<file path="config.mk">
export PLATFORM = sky130hd
export DESIGN_NAME = dac_stream_arbiter
export DESIGN_NICKNAME = d
export VERILOG_FILES = /design/src/rtl/dac_stream_pkg.sv /design/src/rtl/rr_grant_sel.sv /design/src/rtl/dac_stream_arbiter.sv
export SDC_FILE = /design/constraint.sdc
export NUM_CORES = 1
export LEC_CHECK = 0
export BUFFER_PORTS_ARGS = -buffer_cell sky130_fd_sc_hd__buf_2
export CAP_MARGIN = 20
export CORE_AREA = 2 2 315 317
export DETAILED_ROUTE_END_ITERATION = 8
export DIE_AREA = 0 0 317 319
export GPL_TIMING_DRIVEN = 1
export PLACE_DENSITY = 0.3
export SETUP_SLACK_MARGIN = 0.5
export SLEW_MARGIN = 25
export SYNTH_ARGS = -nofsm -noshare
export SYNTH_HDL_FRONTEND = slang
export SYNTH_HIERARCHICAL = 1
export SYNTH_SLANG_ARGS = --single-unit
export TNS_END_PERCENT = 100
</file>
<file path="constraint.sdc">
create_clock -name m_axis_aclk -period 2.29 [get_ports m_axis_aclk]
set_clock_uncertainty 0.1 [all_clocks]
set_input_delay 0.3435 -clock m_axis_aclk [delete_from_list [all_inputs] [get_ports m_axis_aclk]]
set_output_delay 0.3435 -clock m_axis_aclk [all_outputs]
set_load 0.05 [all_outputs]
</file>
<file path="src/rtl/dac_stream_pkg.sv">
// dac_stream_pkg: shared types and helpers for the DAC stream arbiter
package dac_stream_pkg;
  localparam int DAC_BATCH_WIDTH = 256;
  typedef logic [DAC_BATCH_WIDTH-1:0] dac_batch_t;
  typedef enum logic [1:0] {IDLE, GRANT0, GRANT1} state_t;
  function automatic state_t grant_state(input logic g);
    return g ? GRANT1 : GRANT0;
  endfunction
endpackage

</file>
<file path="src/rtl/rr_grant_sel.sv">
// rr_grant_sel: 2-way round-robin picker, favours the source that was not served last
module rr_grant_sel (
  input  logic i_v0,
  input  logic i_v1,
  input  logic i_last,
  output logic o_any,
  output logic o_sel
);
  assign o_any = i_v0 | i_v1;
  assign o_sel = (i_v0 & i_v1) ? ~i_last : i_v1;
endmodule

</file>
<file path="src/rtl/dac_stream_arbiter.sv">
// dac_stream_arbiter: burst-granular round-robin share of the DAC AXI-stream output
module dac_stream_arbiter
  import dac_stream_pkg::*;
#(
  parameter int DATA_WIDTH = DAC_BATCH_WIDTH,
  parameter int MAX_BURST  = 16,
  parameter int CNT_WIDTH  = 32
) (
  input  logic                  m_axis_aclk,
  input  logic                  rst,
  input  logic                  enable,
  input  logic                  s0_tvalid,
  output logic                  s0_tready,
  input  logic [DATA_WIDTH-1:0] s0_tdata,
  input  logic                  s0_tlast,
  input  logic                  s1_tvalid,
  output logic                  s1_tready,
  input  logic [DATA_WIDTH-1:0] s1_tdata,
  input  logic                  s1_tlast,
  output logic                  m_tvalid,
  input  logic                  m_tready,
  output logic [DATA_WIDTH-1:0] m_tdata,
  output logic                  m_tlast,
  output logic                  dacDomain_batch_valid,
  output logic                  grant_id,
  output logic                  busy,
  output logic [CNT_WIDTH-1:0]  batch_count
);
  localparam int BW = $clog2(MAX_BURST + 1);
  localparam logic [BW-1:0] LAST_BEAT = BW'(MAX_BURST - 1);
  state_t r_state, w_nxt;
  logic r_grant, r_last;
  logic [BW-1:0] r_beat;
  logic [CNT_WIDTH-1:0] r_count;
  logic w_g0, w_g1, w_beat, w_end, w_any, w_sel;
  assign w_g0 = r_state == GRANT0;
  assign w_g1 = r_state == GRANT1;
  assign busy = w_g0 | w_g1;
  assign grant_id = r_grant;
  assign batch_count = r_count;
  assign s0_tready = w_g0 & m_tready;
  assign s1_tready = w_g1 & m_tready;
  assign m_tvalid = (w_g0 & s0_tvalid) | (w_g1 & s1_tvalid);
  assign m_tdata = w_g0 ? s0_tdata : w_g1 ? s1_tdata : '0;
  assign m_tlast = (w_g0 & s0_tlast) | (w_g1 & s1_tlast) | (busy & (r_beat == LAST_BEAT));
  assign w_beat = m_tvalid & m_tready;
  assign w_end = w_beat & m_tlast;
  assign dacDomain_batch_valid = w_beat;
  rr_grant_sel u_sel (
    .i_v0  (s0_tvalid),
    .i_v1  (s1_tvalid),
    .i_last(busy ? r_grant : r_last),
    .o_any (w_any),
    .o_sel (w_sel)
  );
  // re-arbitrate only from IDLE or at a burst end; otherwise hold the grant
  always_comb begin
    w_nxt = (!busy | w_end) ? ((enable & w_any) ? grant_state(w_sel) : IDLE) : r_state;
  end
  // grant state, burst beat counter, last-served source and delivered-batch counter
  always_ff @(posedge m_axis_aclk) begin
    if (rst) begin
      r_state <= IDLE;
      r_grant <= 1'b0;
      r_last  <= 1'b1;
      r_beat  <= '0;
      r_count <= '0;
    end else begin
      r_state <= w_nxt;
      r_grant <= w_nxt == GRANT1;
      if (w_end) begin
        r_last <= r_grant;
        r_beat <= '0;
      end else if (w_beat) r_beat <= r_beat + 1'b1;
      if (w_beat) r_count <= r_count + 1'b1;
    end
  end
endmodule

</file>
# Yosys cells after proc, flatten, opt, wreduce, memory -nomap -nowiden

Index checks and enable logic that the tools add are counted.

Logic and storage cells: 38
Latch bits: 0
Memory bits (read-only): 0
RAM bits: 0
Register bits: 41
Memories: 0
Output and inout bits: 295

Reduce and logical (&&, ||, !) cells: 2
Equal/unequal tests: 4
Muxes and demuxes: 7
Magnitude comparators: 0
Add/sub/neg operators: 2
Div/mod/pow operators: 0
Shifts and indexed selects: 0
Bitwise logic cells: 18
Multiply operators: 0

Operators by type and width:

| cell                                                 | number |
|---|---|
| 2-to-1 mux 256 bit                                   | 2 |
| adder 32 x 1 -> 32 bit (second input constant)       | 1 |
| bitwise AND 1 bit                                    | 11 |
| 2-to-1 mux 2 bit                                     | 3 |
| bitwise OR 1 bit                                     | 6 |
| adder 5 x 1 -> 5 bit (second input constant)         | 1 |
| equality test 5 x 4 -> 1 bit (second input constant) | 1 |
| equality test 2 bit (second input constant)          | 2 |
| equality test 2 x 1 -> 1 bit (second input constant) | 1 |
| 2-to-1 mux 1 bit                                     | 2 |
| OR reduction 2 bit                                   | 1 |
| zero test 1 bit                                      | 1 |
| inverter 1 bit                                       | 1 |

# Depth between registers and ports, before layout

Gate-level depths: netlist of the first run.

Word-level depth: 9
Gate-level depth with buffers: 9

# Cells and area by module

Netlist of the first run, hierarchy kept.

Modules (own cells, without submodules):

| module             | times used | area an instance (sq um) | cells each |
|---|---|---|---|
| dac_stream_arbiter | 1          | 4441.8                   | 544 |
| rr_grant_sel       | 1          | 13.8                     | 2 |

# Worst setup path before layout of the first run

No wires, ideal clock.

Kind: reg-to-output
Start: register r_state[1]
End: output m_tdata[215]
Data arrival time: 1.967 ns
Path buffers: 4
Slack: -0.121 ns
Stages on the path, launching flop included: 9
Path through: dfxtp_1 -> inv_1 -> ha_1 -> buf_4 -> nor2b_1 -> clkbuf_1 -> clkbuf_1 -> buf_1 -> a22o_1

Word-level cells in the longest chain between the ends: 3
Elaborated cells between the ends (all ways): 4

Ends and longest elaborated chain:

| item                   | RTL line                 | RTL |
|---|---|---|
| from (decl)            | dac_stream_arbiter.sv:31 | `state_t r_state, w_nxt;` |
| from (signal assigned) | dac_stream_arbiter.sv:69 | `r_state <= w_nxt;` |
| equality test 2 bit    | dac_stream_arbiter.sv:37 | `assign w_g1 = r_state == GRANT1;` |
| 2-to-1 mux 256 bit     | dac_stream_arbiter.sv:44 | `assign m_tdata = w_g0 ? s0_tdata : w_g1 ? s1_tdata : '0;` |
| 2-to-1 mux 256 bit *   | dac_stream_arbiter.sv:44 |  |
| to (decl)              | dac_stream_arbiter.sv:22 | `output logic [DATA_WIDTH-1:0] m_tdata,` |

Every way passes the cells marked *; elsewhere a longest branch is shown, timed or not.

# Final worst setup path of the first run

Start: register r_state[1]
End: output m_tdata[13]

Same word-level chain as after synthesis.

==> summary by stage, run 1 <==
Outcome
The run finished, with violations left. The checks that failed: setup timing.

Critical path
STA classifies the critical path startpoint as a register. The critical register-to-register path endpoint is batch_count[29]. For flop-to-flop paths, the worst setup slack is 100 ps. STA puts the critical path data required time at 1850 ps. STA classifies the critical path endpoint as an output port. The gate family responsible for the most delay along the worst path is buffers and inverters. The master of the slowest instance on the critical path is sky130_fd_sc_hd__dfxtp_2. For this run, the slowest stage of the critical path takes 350 ps. The arrival time of data at the critical path endpoint is 2020 ps.

The critical path is of the register to output port type. The critical path goes through inv_2 > ha_4 > buf_12 > buf_12 > a22o_1 > buf_12. The worst register-to-register path has a depth of 6. The cell that appears most often on the critical path is sky130_fd_sc_hd__buf_12. In this run the critical register-to-register path is launched from r_state[1]. Together, buffers and inverters on the worst path number 4. Along the worst path, the maximum fanout reaches 36.

Min path
The origin of the worst min-delay path is enable. The number of cells on the worst hold path is 3. The tightest min-delay check is of the input pin to register type.

The capture endpoint of the worst hold path is r_state[1].

Floorplan
The number of placement rows is 115. The starting density of the core is under 10%. The count of boundary I/O pins is 815. The total area inside the core boundary comes to 0.0977 mm². The die outline area is a little over 0.1 mm². The floorplan step set the die height to 319 µm.

The horizontal die dimension is approximately 320 µm.

Logic synthesis
The average instance area after synthesis is ~8 µm². The cell taking the most area after synthesis is sky130_fd_sc_hd__a22o_1. During synthesis, Yosys emitted a total of 6 warnings. The synthesized netlist cell count is 546.

By area the synthesized netlist is led by sky130_fd_sc_hd__a22o_1 50%, sky130_fd_sc_hd__dfxtp_1 18%, sky130_fd_sc_hd__clkbuf_1 5.2%. The share of the synthesized area in the top cell type is 50.3%. The synthesized design contains 41 register bits. After synthesis, flip-flops and latches occupy a little under a fifth of the total area. The total standard cell area after synthesis is 0.00446 mm². Synthesis produced a netlist with a net count of roughly 1,100. The number of unique standard cell types used by synthesis is 40.

Final layout
In the final layout, flip-flops and latches occupy roughly 860 µm². In the final layout, the multi-input gates occupy 0.00455 mm². The layout filler cell count is about 11,000. The final non-filler cell area is 0.0136 mm². The end-of-flow core utilization is 13.9%.

Relative to the synthesized area, the layout overhead comes to 204%. After the flow finishes, the layout carries non-filler instances totaling 2,657. The net total in the final layout is roughly 1,900.

The share of final-layout standard cells stronger than drive strength 1 is between 80% and 90%.

Timing
Hold is met by 311 ps. In the final timing run, aggregate negative setup slack is -20,300 ps. The number of max-slew violations in the final report was 0. Measured against its own limit, the worst slew margin works out to 62.7%.

After layout, the worst setup slack is -176 ps. The setup violation total in the final timing report is 227. Based on the critical path, the design can be clocked at up to 406 MHz. The number of hold violations in the final report is 0. The minimum period implied by the final worst setup slack is between 2000 and 2500 ps. The actual transition at the worst max-transition pin is 560 ps. In the finished design, the share of the clock period the worst path needs comes to 108%. Setup repair after global routing could not meet its margin everywhere.

Power
The static power due to leakage is ~6.5 nW. The total power after layout is 4.49 mW. VDD sags by at most between 300 and 400 µV. The total power divided by cell area is 331 mW/mm².

Routing
The DRC violation total after the first TritonRoute iteration is 400. The first-pass detailed-route iteration total is 4. The post-detailed-routing wire length is 61,000 µm. The routed length per instance is 23.0 µm. The total number of vias is between 8,000 and 9,000. The DRC violation count after routing is 0. The detail route stage leaves a number of antenna-violating nets equal to 0. The ratio of routed vias to standard cells is about 3.2.

GRT
The number of antenna violations at the first check in global routing is 58. The first global-routing pass estimated 75,000 µm of wire. The maximum number of pins on one net before global-route repair is 57. The via count of the first global-routing pass is 8,508.

The overall track demand over capacity in global routing is 11.1%. The total overflow left after global routing is 0.

Clocking
The clock latency on the worst-skew pair is 290 ps. The deepest level of the CTS H-tree is 2. The clock slew seen by the registers of the worst setup and hold paths is around 60 ps.

For this design, the sink count on the clock tree is 41. The number of clock buffers inserted by TritonCTS is 5. TritonCTS built the clock tree.

The clock tree buffer depth is 2. The buffer cell driving the clock tree root is sky130_fd_sc_hd__clkbuf_16.

Placement
Input and output buffers added on the ports amount to 814. In this run, placement finished with an instance count of 2,623. Before CTS, the worst setup slack after placement is 36.3 ps. The final RePlAce weighted congestion is 0.868.

After legalization and detailed placement, the total HPWL measured about 55,000 µm. The instance area after placement is 0.0129 mm².

Flow run
Max-cap violations in this run came to 0.
## worst register-to-register path: cells and delay by family, from the launching register on
kind	cells	cell delay, ps
buf+inv	1	60
fa+ha+maj	1	180
flops	1	350
compound gates	2	260
simple gates	2	1160
## logic make-up (layout without fill, tap and decap cells)
group / count (synthesis) / after routing / share of synthesized area, %
AOI/OAI and AO/OA: 310 / 310 / 57.8
xor gates and xnor gates: 13 / 13 / 2.56
adders and majority gates: 5 / 5 / 1.40
buffers and inverters: 78 / 881 / 6.99
DFF: 41 / 41 / 18.4
muxes: 3 / 3 / 0.730
other: 0 / 21 / 0
and+or+nand+nor: 96 / 96 / 12.1
## power by group
part | switching [mW] | internal [mW]
logic | 1.78 | 1.23
clock network | 0.298 | 0.469
registers | 0.00574 | 0.707
## final cells by class
class / count / area share, %
clock inverters: 1 / 0.0369
flip-flops and latches: 41 / 6.36
inverters: 10 / 0.277
well taps: 1287 / 11.9
clock buffers: 7 / 1.13
repair buffers: 863 / 46.4
diodes: 21 / 0.388
multi-input cells: 427 / 33.6
## sequential cells by signal (all words and copies together), names as in the netlist
name,flops
batch_count,32
grant_id,1
r_beat,5
r_last,1
r_state,2
## cell usage after synthesis
master	count
sky130_fd_sc_hd__a22o_1	256
sky130_fd_sc_hd__clkbuf_1	62
sky130_fd_sc_hd__dfxtp_1	41
sky130_fd_sc_hd__a21oi_1	23
sky130_fd_sc_hd__nor2_1	18
sky130_fd_sc_hd__nand2_1	13
sky130_fd_sc_hd__nand3_1	12
sky130_fd_sc_hd__o21ai_0	12
sky130_fd_sc_hd__xnor2_1	11
sky130_fd_sc_hd__inv_1	10
sky130_fd_sc_hd__o31ai_1	10
sky130_fd_sc_hd__or3_1	10
sky130_fd_sc_hd__or4_1	10
sky130_fd_sc_hd__nand4_1	7
sky130_fd_sc_hd__ha_1	5
sky130_fd_sc_hd__and2_1	4
sky130_fd_sc_hd__nor4_1	4
sky130_fd_sc_hd__and4_1	3
sky130_fd_sc_hd__buf_1	3
sky130_fd_sc_hd__nor3_1	3
sky130_fd_sc_hd__a211o_1	2
sky130_fd_sc_hd__a211oi_1	2
sky130_fd_sc_hd__and3_1	2
sky130_fd_sc_hd__buf_6	2
sky130_fd_sc_hd__mux2_2	2
sky130_fd_sc_hd__nand2b_1	2
sky130_fd_sc_hd__nor2b_1	2
sky130_fd_sc_hd__or4_4	2
sky130_fd_sc_hd__xor2_1	2
sky130_fd_sc_hd__a21boi_1	1
sky130_fd_sc_hd__a22oi_1	1
sky130_fd_sc_hd__a22oi_4	1
sky130_fd_sc_hd__buf_4	1
sky130_fd_sc_hd__mux2i_1	1
sky130_fd_sc_hd__nor3b_1	1
sky130_fd_sc_hd__nor4b_1	1
sky130_fd_sc_hd__o2111ai_1	1
sky130_fd_sc_hd__o22ai_1	1
sky130_fd_sc_hd__or2_1	1
sky130_fd_sc_hd__or2_2	1
## placed cells by master (no fill, tap or decap), drive strengths merged
| master | Yosys | final |
|---|---|---|
| xor2 | 2 | 2 |
| nand3 | 12 | 12 |
| nand2b | 2 | 2 |
| o21ai | 12 | 12 |
| nor4 | 4 | 4 |
| and2 | 4 | 4 |
| o22ai | 1 | 1 |
| or2 | 2 | 2 |
| clkbuf | 62 | 41 |
| a211o | 2 | 2 |
| and3 | 2 | 2 |
| inv | 10 | 10 |
| o2111ai | 1 | 1 |
| nor3b | 1 | 1 |
| and4 | 3 | 3 |
| a22oi | 2 | 2 |
| a211oi | 2 | 2 |
| nor4b | 1 | 1 |
| ha | 5 | 5 |
| nor3 | 3 | 3 |
| a21oi | 23 | 23 |
| nor2b | 2 | 2 |
| or4 | 12 | 12 |
| diode | 0 | 21 |
| mux2 | 2 | 2 |
| dfxtp | 41 | 41 |
| clkinv | 0 | 1 |
| or3 | 10 | 10 |
| nor2 | 18 | 18 |
| buf | 6 | 829 |
| xnor2 | 11 | 11 |
| nand4 | 7 | 7 |
| o31ai | 10 | 10 |
| a22o | 256 | 256 |
| a21boi | 1 | 1 |
| mux2i | 1 | 1 |
| nand2 | 13 | 13 |
## repair_timing
| item | in CTS | in global routing |
|---|---|---|
| setup endpoints to repair | 292 | 297 |
| setup buffers | 0 | 1 |
| pin swaps | 0 | 0 |
| resized for setup | 41 | 80 |
| gates cloned | 0 | 4 |
| hold buffers | 0 | 0 |
## worst max-delay path by stage
stage,endpoint,cells past startpoint,startpoint,slack (ps)
2_1_floorplan,r_beat[1],8,r_state[1],-50
3_3_place_gp,m_tdata[81],7,r_state[1],60
3_5_place_dp,m_tdata[81],7,r_state[1],40
4_1_cts,m_tdata[85],7,r_state[1],-260
5_1_grt,m_tdata[177],6,r_state[1],-240
6_report,m_tdata[13],6,r_state[1],-180
## per-layer routing
layer / vias to the layer above / track usage (%) / wire length, µm
li1: 3885 / - / -
met1: 4002 / 10.2 / 19900
met2: 509 / 20.2 / 30400
met3: 112 / 6.37 / 8430
met4: 26 / 3.46 / 2130
met5: - / 0 / 183
Note: power is estimated with default switching activity, not from simulation.
==> run 2: changes to the inputs <==
--- a/config.mk
+++ b/config.mk
@@ -7,15 +7,14 @@
 export LEC_CHECK = 0
 export BUFFER_PORTS_ARGS = -buffer_cell sky130_fd_sc_hd__buf_2
 export CAP_MARGIN = 20
-export CORE_AREA = 2 2 315 317
+export CORE_AREA = 2 2 320 322
 export DETAILED_ROUTE_END_ITERATION = 8
-export DIE_AREA = 0 0 317 319
+export DIE_AREA = 0 0 322 324
 export GPL_TIMING_DRIVEN = 1
 export PLACE_DENSITY = 0.3
 export SETUP_SLACK_MARGIN = 0.5
 export SLEW_MARGIN = 25
 export SYNTH_ARGS = -nofsm -noshare
 export SYNTH_HDL_FRONTEND = slang
-export SYNTH_HIERARCHICAL = 1
 export SYNTH_SLANG_ARGS = --single-unit
 export TNS_END_PERCENT = 100
==> run 2 against run 1 <==
The run still ends with setup timing left. Register-to-register slack got worse by 220 ps. Synthesized area increased by 1.0%. Flip-flop and latch count is the same. Synthesized cell count grew 1.1%. Global-route usage is 0.82 points higher. Clock-buffer cell count decreased by 2. Wire length grew 17%. Fmax grew 0.50%. Clock power is 8.6% higher. Critical endpoint is now m_tdata[72].
==> summary by stage, run 2 <==
Outcome
Run status: finished with violations (unchanged). Violations in the final reports: setup timing (unchanged).

Critical path
The worst path buffer plus inverter count is 6 (was 4). Sequence of cells on the critical path: buf_6 > ha_4 > nor2b_4 > buf_12 > buf_16 > buf_12 > buf_16 > a22o_4 > buf_8 (was inv_2 > ha_4 > buf_12 > buf_12 > a22o_1 > buf_12). The arrival time of data at the critical path endpoint is 2010 ps (was 2020 ps). The master of the slowest instance on the critical path is sky130_fd_sc_hd__dfxtp_2 (unchanged).

The critical path required time is 1850 ps (about the same). The gate family responsible for the most delay along the worst path is buffers and inverters (unchanged). The highest cell delay on the worst timing path is 330 ps (was 350 ps). The kind of critical path is register to output port (unchanged). The type of element launching the critical path is a register (unchanged). The maximum fanout encountered on the critical timing path is 7 (was 36). The kind of capture point of the worst setup path is an output port (unchanged).

Timing
The post-route clock period utilization is 107% (was 108%). The total negative setup slack came to -22,280 ps (was -20,300 ps). The upper clock frequency limit came to 408 MHz (was 406 MHz). The actual transition at the worst max-transition pin is 541 ps (was 560 ps).

The number of hold violations in the final report was 0 (unchanged). The worst setup margin is -164 ps (was -176 ps). The max-slew headroom at the worst pin is 63.9% (was 62.7%). The final worst hold slack was 288 ps (was 311 ps).

The number of max-slew violations in the final report was 0 (unchanged). The setup violation total in the final timing report is 274 (was 227). RSZ-0062 raised after global routing: yes (unchanged). The minimum period implied by the final worst setup slack is 2450 ps (was 2470 ps).

Routing
The count of antenna-violating nets left after detailed routing is 0 (unchanged). The ratio of routed vias to standard cells came to 3.38 (was 3.21). The DRC violation count after routing is 0 (unchanged). The DRC violation total after the first TritonRoute iteration was 324 (was 400). The post-detailed-routing wire length is 71,600 µm (was 61,000 µm). The total number of vias is 9,393 (was 8,534). The first-pass detailed-route iteration total is 4 (unchanged).

The routed length per instance is 25.7 µm (was 23.0 µm).

Power
The total power divided by cell area is 312 mW/mm² (was 331 mW/mm²). The worst voltage drop across the vdd grid is 233 µV (was 334 µV). The static power due to leakage is 8.00 nW (was 6.53 nW).

Placement
The final RePlAce weighted congestion is 0.919 (was 0.868). The total of buffers placed on input and output ports is 814 (unchanged). The pre-CTS worst setup slack is -18.6 ps (was 36.3 ps). The half-perimeter wire length after detailed placement came to 57,300 µm (was 55,500 µm). The number of cells after detailed placement is 2,651 (was 2,623).

Final layout
The share of final-layout standard cells stronger than drive strength 1 was 83.9% (was 83.0%). The number of standard cells in the final layout excluding fillers was 2,783 (was 2,657). The most common library cell in the layout ignoring fill and taps is sky130_fd_sc_hd__buf_2 (unchanged).

The net total in the final layout was 1,974 (was 1,873). The area added between synthesis and finish is 276% (was 204%). Commonest cells after routing, fill and taps aside: 554 x sky130_fd_sc_hd__buf_2, 197 x sky130_fd_sc_hd__a22o_4, 188 x sky130_fd_sc_hd__buf_6 (was 646 x sky130_fd_sc_hd__buf_2, 119 x sky130_fd_sc_hd__a22o_4, 103 x sky130_fd_sc_hd__a22o_2). The flip-flop count of the largest register after layout is 32 (unchanged).

GRT
The met2 usage was 20.4% (was 20.2%). The met1 routing resource usage after global routing is 11.7% (was 10.2%). The global routing's busiest layer is met2 (unchanged). The global-route wire length before repair is 82,800 µm (was 75,000 µm). The maximum number of pins on one net before global-route repair is 43 (was 57). The total congestion overflow is 0 (unchanged). The number of antenna violations at the first check in global routing was 78 (was 58). The via count of the first global-routing pass is 9,154 (was 8,508).

The overall track demand over capacity in global routing is 11.9% (was 11.1%). The met3 track demand over resource is 6.96% (was 6.37%).

Clocking
The number of clock buffers inserted by TritonCTS is 5 (unchanged). The buffer cell driving the clock tree root is sky130_fd_sc_hd__clkbuf_16 (unchanged). The cts-stage hold buffer count was 0 (unchanged).

The clock slew seen by the registers of the worst setup and hold paths was 60 ps (about the same). The clock tree buffer depth came to 2 (unchanged). The TritonCTS clock tree is yes (unchanged). The deepest level of the CTS H-tree came to 2 (unchanged). The total number of clock tree sinks is 41 (unchanged). The clock latency on the worst-skew pair was 300 ps (was 290 ps).

Logic synthesis
The number of unique standard cell types used by synthesis is 41 (was 40). Commonest cells post-synth: 256 x sky130_fd_sc_hd__a22o_1, 63 x sky130_fd_sc_hd__clkbuf_1, 41 x sky130_fd_sc_hd__dfxtp_1 (was 256 x sky130_fd_sc_hd__a22o_1, 62 x sky130_fd_sc_hd__clkbuf_1, 41 x sky130_fd_sc_hd__dfxtp_1). The total nets after synthesis is 1,077 (was 1,071). The number of flops mapped to enable cells by yosys is 0 (unchanged). The most repeated cell in the gate-level netlist after synthesis is sky130_fd_sc_hd__a22o_1 (unchanged). The synthesized netlist cell count is 552 (was 546).

The sequential fraction of the synthesis area is 18.2% (was 18.4%). The share of the synthesized area in the top cell type is 49.8% (was 50.3%). Largest cells by area after synthesis: sky130_fd_sc_hd__a22o_1 50%, sky130_fd_sc_hd__dfxtp_1 18%, sky130_fd_sc_hd__clkbuf_1 5.3% (was sky130_fd_sc_hd__a22o_1 50%, sky130_fd_sc_hd__dfxtp_1 18%, sky130_fd_sc_hd__clkbuf_1 5.2%).

The cell taking the most area after synthesis is sky130_fd_sc_hd__a22o_1 (unchanged). The top flip-flop cell by instance count after synthesis is sky130_fd_sc_hd__dfxtp_1 (unchanged). The async set-or-reset flop fraction in the synthesized netlist was 0% (unchanged).

The average instance area after synthesis is 8.15 µm² (was 8.16 µm²). The total standard cell area after synthesis is 0.00450 mm² (was 0.00446 mm²). The number of synthesis warnings is 0 (was 6). The number of storage elements in the synthesis netlist was 41 (unchanged).

Floorplan
The count of boundary I/O pins is 815 (unchanged). The number of placement rows was 117 (was 115). The die outline area is 0.104 mm² (was 0.101 mm²). The horizontal die dimension is 322 µm (was 317 µm). The starting density of the core was 4.46% (was 4.56%).

The standard cell core area came to 0.101 mm² (was 0.0977 mm²). The overall die height is 324 µm (was 319 µm).

Flow run
The max-capacitance violation count is 0 (unchanged).

Min path
The type of the worst min-delay path is input pin to register (unchanged).
run 2: cell types whose count changed after synthesis, sizes merged, moves of 2 or more:
cell and change:
buf +2, nand2 +3, nand3 -2, nor2 -2, nor2b +3, o21ai -6
o31ai +6, or3 -5, or4 +6, xnor2 -2
run 2: worst register-to-register path: stages (launching register included):
cell and delay (ps):
sky130_fd_sc_hd__dfxtp_2 330, sky130_fd_sc_hd__inv_2 80, sky130_fd_sc_hd__ha_4 170, sky130_fd_sc_hd__buf_4 120, sky130_fd_sc_hd__a22oi_2 110, sky130_fd_sc_hd__buf_12 150
sky130_fd_sc_hd__or4_4 510, sky130_fd_sc_hd__buf_4 190, sky130_fd_sc_hd__clkbuf_16 140, sky130_fd_sc_hd__or3_1 300, sky130_fd_sc_hd__a21oi_1 150
run 2: layout make-up:
class / instances / area (µm²)
Antenna cell: 24 / 60.1
Inverter: 11 / 43.8
Timing Repair Buffer: 959 / 8860
Tap cell: 1309 / 1640
Sequential cell: 41 / 866
Clock buffer: 5 / 125
Multi-Input combinational cell: 431 / 5280
Fill cell: 11300 / 84100
Clock inverter: 3 / 41.3
run 2: metrics by stage:
step	util [%]	power (mW)	cell area, µm²
CTS	15.0	5.03	15200
global route	16.7	5.49	16900
detailed placement	12.8	3.67	12900
finish	16.7	5.27	16900
floorplan	-	2.34	6280
global placement	12.8	3.66	12900
run 2: final timing paths:
path	cells past startpoint	slack [ps]	startpoint	to
worst min-delay path	3	290	s0_tvalid	r_state[0]
worst min register to register	2	370	r_last	r_last
worst max-delay path	9	-160	r_state[1]	m_tdata[72]
worst max register to register	10	-120	r_state[1]	batch_count[10]
run 2: cells by family after synthesis:
logic type | share of synthesized area, %
compound gates | 57.3
xor+xnor | 1.95
fa+ha+maj | 1.39
buf+inv | 7.12
flops | 18.2
mux | 1.20
simple gates | 12.8
run 2: power breakdown:
group / leakage [nW] / internal [mW] / switching [mW]
Sequential: 0.344 / 0.711 / 0.00487
Clock: 0.0776 / 0.511 / 0.322
Combinational: 7.58 / 1.71 / 2.01
run 2: metal layers:
layer	routed length (µm)	up-vias
met1	24700	4467
met4	3260	32
met3	9090	160
li1	-	4132
met2	34300	602
met5	218	-
run 2: what timing repair did:
action                                  4_1_cts  5_1_grt
buffers inserted                             24       28
gates cloned                                 20       28
pin swaps                                    11       18
gates resized for setup                     384      204
endpoints found under the setup margin      296      302
